### src/rtl/chunked_cla_adder.sv
// Multi-cycle adder: one CHUNK-bit carry chain reused over WIDTH/CHUNK cycles.
// Chunks are processed LSB first; the carry between chunks lives in carry_q.
//
// state | meaning
// IDLE  | waiting for operands, in_ready high
// RUN   | adding chunk idx_q this cycle, carry from previous chunk in carry_q
// DONE  | result held on out_sum/out_cout until out_ready
`timescale 1ns/1ps

module chunked_cla_adder #(
    parameter int WIDTH = 20,
    parameter int CHUNK = 5
) (
    input  logic             clk,
    input  logic             rst_n,
    input  logic             in_valid,
    output logic             in_ready,
    input  logic [WIDTH-1:0] in_a,
    input  logic [WIDTH-1:0] in_b,
    input  logic             in_cin,
    output logic             out_valid,
    input  logic             out_ready,
    output logic [WIDTH-1:0] out_sum,
    output logic             out_cout,
    output logic             busy
);

    localparam int NCHUNK = WIDTH / CHUNK;
    localparam int IDXW   = (NCHUNK > 1) ? $clog2(NCHUNK) : 1;
    localparam logic [IDXW-1:0] LAST_IDX = IDXW'(NCHUNK - 1);

    if (CHUNK < 1 || (WIDTH % CHUNK) != 0) begin : g_bad_params
        $error("chunked_cla_adder: WIDTH (%0d) must be a multiple of CHUNK (%0d)", WIDTH, CHUNK);
    end

    typedef enum logic [1:0] {
        IDLE = 2'd0,
        RUN  = 2'd1,
        DONE = 2'd2
    } state_t;

    state_t            state_q, state_d;
    logic [IDXW-1:0]   idx_q, idx_d;
    logic              carry_q, carry_d;
    logic [WIDTH-1:0]  a_q, a_d;
    logic [WIDTH-1:0]  b_q, b_d;
    logic [WIDTH-1:0]  sum_q, sum_d;
    logic              cout_q, cout_d;

    logic [CHUNK-1:0]  a_chunk, b_chunk;
    logic [CHUNK-1:0]  g, p, sum_k;
    logic [CHUNK:0]    c;

    // Select the active chunk and run the generate/propagate ripple across it.
    always_comb begin
        a_chunk = '0;
        b_chunk = '0;
        for (int k = 0; k < NCHUNK; k++) begin
            if (idx_q == IDXW'(k)) begin
                a_chunk = a_q[k*CHUNK +: CHUNK];
                b_chunk = b_q[k*CHUNK +: CHUNK];
            end
        end
        g    = a_chunk & b_chunk;
        p    = a_chunk ^ b_chunk;
        c    = '0;
        c[0] = carry_q;
        for (int i = 0; i < CHUNK; i++) begin
            c[i+1] = g[i] | (p[i] & c[i]);
        end
        sum_k = p ^ c[CHUNK-1:0];
    end

    // Next-state: operand capture, per-chunk result write-back and handshakes.
    always_comb begin
        state_d = state_q;
        idx_d   = idx_q;
        carry_d = carry_q;
        a_d     = a_q;
        b_d     = b_q;
        sum_d   = sum_q;
        cout_d  = cout_q;
        case (state_q)
            IDLE: begin
                if (in_valid) begin
                    a_d     = in_a;
                    b_d     = in_b;
                    carry_d = in_cin;
                    idx_d   = '0;
                    sum_d   = '0;
                    cout_d  = 1'b0;
                    state_d = RUN;
                end
            end
            RUN: begin
                for (int k = 0; k < NCHUNK; k++) begin
                    if (idx_q == IDXW'(k)) begin
                        sum_d[k*CHUNK +: CHUNK] = sum_k;
                    end
                end
                carry_d = c[CHUNK];
                if (idx_q == LAST_IDX) begin
                    cout_d  = c[CHUNK];
                    idx_d   = '0;
                    state_d = DONE;
                end else begin
                    idx_d = idx_q + 1'b1;
                end
            end
            DONE: begin
                if (out_ready) begin
                    state_d = IDLE;
                end
            end
            default: state_d = IDLE;
        endcase
    end

    // State and datapath registers; reset aborts any operation in flight.
    always_ff @(posedge clk or negedge rst_n) begin
        if (!rst_n) begin
            state_q <= IDLE;
            idx_q   <= '0;
            carry_q <= 1'b0;
            a_q     <= '0;
            b_q     <= '0;
            sum_q   <= '0;
            cout_q  <= 1'b0;
        end else begin
            state_q <= state_d;
            idx_q   <= idx_d;
            carry_q <= carry_d;
            a_q     <= a_d;
            b_q     <= b_d;
            sum_q   <= sum_d;
            cout_q  <= cout_d;
        end
    end

    assign in_ready  = (state_q == IDLE);
    assign out_valid = (state_q == DONE);
    assign busy      = (state_q != IDLE);
    assign out_sum   = sum_q;
    assign out_cout  = cout_q;

endmodule
### config.mk
export PLATFORM = sky130hd
export DESIGN_NAME = chunked_cla_adder
export DESIGN_NICKNAME = d
export VERILOG_FILES = /design/src/rtl/chunked_cla_adder.sv
export SDC_FILE = /design/constraint.sdc
export NUM_CORES = 1
export LEC_CHECK = 0
export BUFFER_PORTS_ARGS = -buffer_cell sky130_fd_sc_hd__buf_2
export CORE_MARGIN = 5
export CORE_UTILIZATION = 35
export DETAILED_ROUTE_END_ITERATION = 10
export GPL_TIMING_DRIVEN = 0
export SLEW_MARGIN = 20
export SYNTH_ARGS = -nofsm -noshare
export SYNTH_HDL_FRONTEND = slang
export SYNTH_SLANG_ARGS = --single-unit
export TNS_END_PERCENT = 5
### constraint.sdc
create_clock -name clk -period 7 [get_ports clk]
set_input_delay 0 -clock clk [delete_from_list [all_inputs] [get_ports clk]]
set_output_delay 0 -clock clk [all_outputs]
set_load 0.1 [all_outputs]
# Yosys cells after proc, flatten, opt, wreduce, memory -nomap -nowiden
# Cells that the tools add are included.
# W data, S select, Z words.
# totals
register_bits,66
output_inout_bits,24
word_cells,72
# classes
addsub,1
n_eq_ne,11
muxes,26
bitwise,13
reduce_logical,11
# op_table
operator,n
$mux W5,12
$pmux W20 S2,1
$mux W20,1
$reduce_and A3 Y1,5
$mux W2,5
$ne A2 B2 Y1 const B,5
$xor A5 B5 Y5,2
$eq A2 B2 Y1 const B,3
$pmux W2 S3,1
$and A1 B1 Y1,5
$and A5 B5 Y5,1
$or A1 B1 Y1,5
$eq A2 B1 Y1 const B,2
$logic_not A2 Y1,2
$pmux W1 S2,2
$pmux W2 S2,1
$reduce_and A2 Y1,2
$reduce_bool A2 Y1,2
$mux W1,3
$add A2 B1 Y2 const B,1
$ne A2 B1 Y1 const B,1

# Logic depth before layout (Yosys ltp)
# logic_depth
word_depth,18
ltp_mapped,13
mapped_depth_nobuf,12

# Least setup slack after synthesis
# Ideal clock, no wire load.
# synth_path
kind,register -> register
startpoint,register idx_q[0]
endpoint,register sum_q[4] (netlist: out_sum[4])
arrival_time_ps,3745
setup_slack_ps,3185
stages_incl_launch_ff,14
n_path_buf,1
period_less_slack_ps,3815
path_cell_list,dfrtp_1 -> inv_1 -> ha_1 -> clkbuf_1 -> nand2_1 -> o211ai_1 -> o221ai_1 -> fa_1 -> fa_1 -> fa_1 -> fa_1 -> fa_1 -> or3_1 -> nand3_1
# synth_via
elab_chain_cells,17
# synth_lines
element,line,rtl
start: declaration,43,"logic [IDXW-1:0] idx_q, idx_d;"
start signal: assignment,131,idx_q <= idx_d;
$logic_not A2 Y1,"59, 97",
$mux W5 (4 in series),59,if (idx_q == IDXW'(k)) begin
$xor A5 B5 Y5,65,p = a_chunk ^ b_chunk;
$and A1 B1 Y1,69,c[i+1] = g[i] | (p[i] & c[i]);
$or A1 B1 Y1,69,
$and A1 B1 Y1,69,
$or A1 B1 Y1,69,
$and A1 B1 Y1,69,
$or A1 B1 Y1,69,
$and A1 B1 Y1,69,
$or A1 B1 Y1,69,
$xor A5 B5 Y5,71,sum_k = p ^ c[CHUNK-1:0];
$mux W5,97,if (idx_q == IDXW'(k)) begin
$pmux W20 S2,83,case (state_q)
end signal: assignment,135,sum_q <= sum_d;
end: declaration,47,"logic [WIDTH-1:0] sum_q, sum_d;"
# Several ways; a longest one is shown, not always the timed one. The select of a mux whose other input is x is not followed.
# A chain may end at the register's enable or synchronous reset.

# Worst setup path after layout
# Same ends and word-level chain as after synthesis.

==> run metrics <==
Synth-to-Final Area Change 34.3%; clk_lat worst skew 0.35 ns; Post-CTS Hold Buffers 43; Synth cell types 27; Max Cap Violations 0; RSZ-0062 raised after global routing no; dpl cell area 3850 um2; vias in the first global route 2,769; Finish-stage setup viols 0; CTS tree done; TNS Setup 0 ns; peak supply drop 0.238 mV; Worst R2R Start idx_q[0]$_DFFE_PN0P_; sequential area share after synthesis 49.6%; PwrDens 555 nW/um2; # diodes 0; Synth Cell Area 3330 um2; first-pass GRT wire length 14.0 mm; CP Class flip-flop to flip-flop; clock buffer depth 2; largest net degree at the start of global routing 42; final antenna-violating net count 0; CP Data Required Time 7.29 ns; I/O Buffers 68; Tcrit/Tclk final 62.3%; cell row count 35; wire per inst 15.6 um; P_leak 2.04 nW; Clock Tree Root clkbuf_8; worst hold path type input port to async pin; Die Wd 108 um; WL final 8.27 mm; synth warn 0; Total GRT Usage 15.6%; critical path data arrival time 4.65 ns; post-DR vias/cell 4.80; Crit. Startpoint idx_q[0]$_DFFE_PN0P_; Layout fillers 861; final instance area 4470 um2; Slew Limit Fails 0; Starting Density 36.0%; Resized cells post-CTS 0; Syn Inst Count 275; Final min period 4.36 ns; endpoint kind of the worst setup timing path flip-flop; EDFF count, synth 0; status completed; initial antenna violation count 0; Post-Synthesis Net Count 329; # H-tree levels 3; total CTS buffers 9; Final Hold Viols 0; Main synth FF type dfrtp_1; Detailed Place HPWL 5.85 mm; layout cells sized above 1 32.8%; # DRC 0; Worst Max-Slew Pin Slew 0.519 ns; DIE HEIGHT 108 um; post-synthesis area per instance 12.1 um2; Setup Skew 0.0126 ns; DR vias 2,553; Worst setup SP type flip-flop; RD Place Congestion 0.800; nets 452; fmax 229 MHz; asr flop ratio synth 100%; Seq cells post-synth 66; post-CTS setup buffers 0; hold_ws 0.101 ns; initial DRC count 98; Core Region 9240 um2; GR Overflow Total 0; router iterations before antenna repair 4; IO Count 69; Die ar. 11,600 um2; CTS sink count 66; clk slew on worst S/H paths 0.08 ns; Crit Path Max Fanout 10; slew margin rel. 65.4%
final timing paths:
kind	endpoint	slack, ns	cells past startpoint
worst max-delay path	out_sum[4]$_DFFE_PN0P_	2.64	13
worst min-delay path	out_sum[3]$_DFFE_PN0P_	0.10	2
worst max register to register	out_sum[4]$_DFFE_PN0P_	2.64	13
worst min register to register	out_sum[1]$_DFFE_PN0P_	0.50	2
max in group asynchronous	b_q[3]$_DFFE_PN0P_	6.36	3
min in group clk	carry_q$_DFFE_PN0P_	0.21	4
synthesized netlist by cell type (all sizes together) (3+ instances only):
| cell | n | share of area, % |
|---|---|---|
| a22o | 3 | 0.79 |
| buf | 7 | 3.2 |
| clkbuf | 9 | 1.0 |
| dfrtp | 66 | 50 |
| fa | 5 | 3.0 |
| ha | 4 | 1.5 |
| inv | 7 | 0.79 |
| mux2 | 40 | 18 |
| nand2 | 69 | 7.8 |
| nand3 | 5 | 0.75 |
| nor2 | 8 | 1.2 |
| nor2b | 4 | 0.75 |
| o211ai | 12 | 2.7 |
| o221ai | 8 | 2.1 |
| o311ai | 16 | 4.2 |
| or3 | 5 | 0.94 |
layer usage:
layer  global-route usage, %  wire length (um)
met5                       0                 0
met4                    4.33                69
met3                    4.68               461
met2                    25.4              3940
met1                    20.2              3800
stage by stage:
stage | total power [mW] | cells | setup slack (ns) | util, %
5_1_grt | 2.64 | 532 | 2.36 | 48.4
6_report | 2.48 | 532 | 2.64 | 48.4
2_1_floorplan | 1.77 | 275 | 3.18 | -
4_1_cts | 2.51 | 532 | 2.60 | 48.4
3_5_place_dp | 2.17 | 473 | 2.63 | 41.7
3_3_place_gp | 2.14 | 472 | 2.66 | 41.5
cell usage in the layout (no fill, tap or decap), types with 6 or more instances in the layout:
cell type / netlist / layout
nor2_1: 6 / 6
buf_2: 1 / 68
clkbuf_1: 9 / 12
o221ai_1: 8 / 8
o311ai_0: 16 / 16
inv_1: 7 / 7
dlygate4sd3_1: 0 / 43
clkbuf_8: 0 / 9
mux2_4: 40 / 40
dfrtp_1: 66 / 66
o211ai_1: 12 / 12
nand2_1: 69 / 69
worst max-delay path, stage by stage, from the launching register on:
cell	delay, ns
dfrtp_1	0.43
inv_1	0.10
ha_1	0.21
clkbuf_1	0.42
nand2_1	0.10
o211ai_1	0.21
o221ai_1	0.21
fa_1	0.45
fa_1	0.39
fa_1	0.39
fa_1	0.40
fa_1	0.53
or3_1	0.37
nand3_1	0.08
cell families (layout without fill, tap and decap cells):
kind of cell    after synthesis  in the layout  synth area share, %
simple gates                 94             94                 12.1
flops                        66             66                 49.6
compound gates               43             43                 10.7
mux                          40             40                 18.0
buf+inv                      23            151                 5.04
fa+ha+maj                     9              9                 4.51
power by group:
part	switching [mW]	internal, mW	leakage (nW)
clock	0.149	0.166	0.0945
sequential	0.112	0.560	0.811
combinational	0.925	0.572	1.14
flip-flops by register name, indices dropped and copies added, names as in the netlist:
register,cells
state_q,2
out_cout,1
out_sum,20
idx_q,2
b_q,20
carry_q,1
a_q,20
cell type report:
class	count	area (um2)	share of cell area (%)
multi-input combinational	186	1510	33.8
timing repair buffer	112	793	17.7
clock inverter	4	52.6	1.18
buffer	16	141	3.16
tap	129	161	3.61
clock buffer	12	135	3.02
sequential	66	1650	36.9
inverter	7	26.3	0.588
Note: power is estimated with default switching activity, not from simulation.
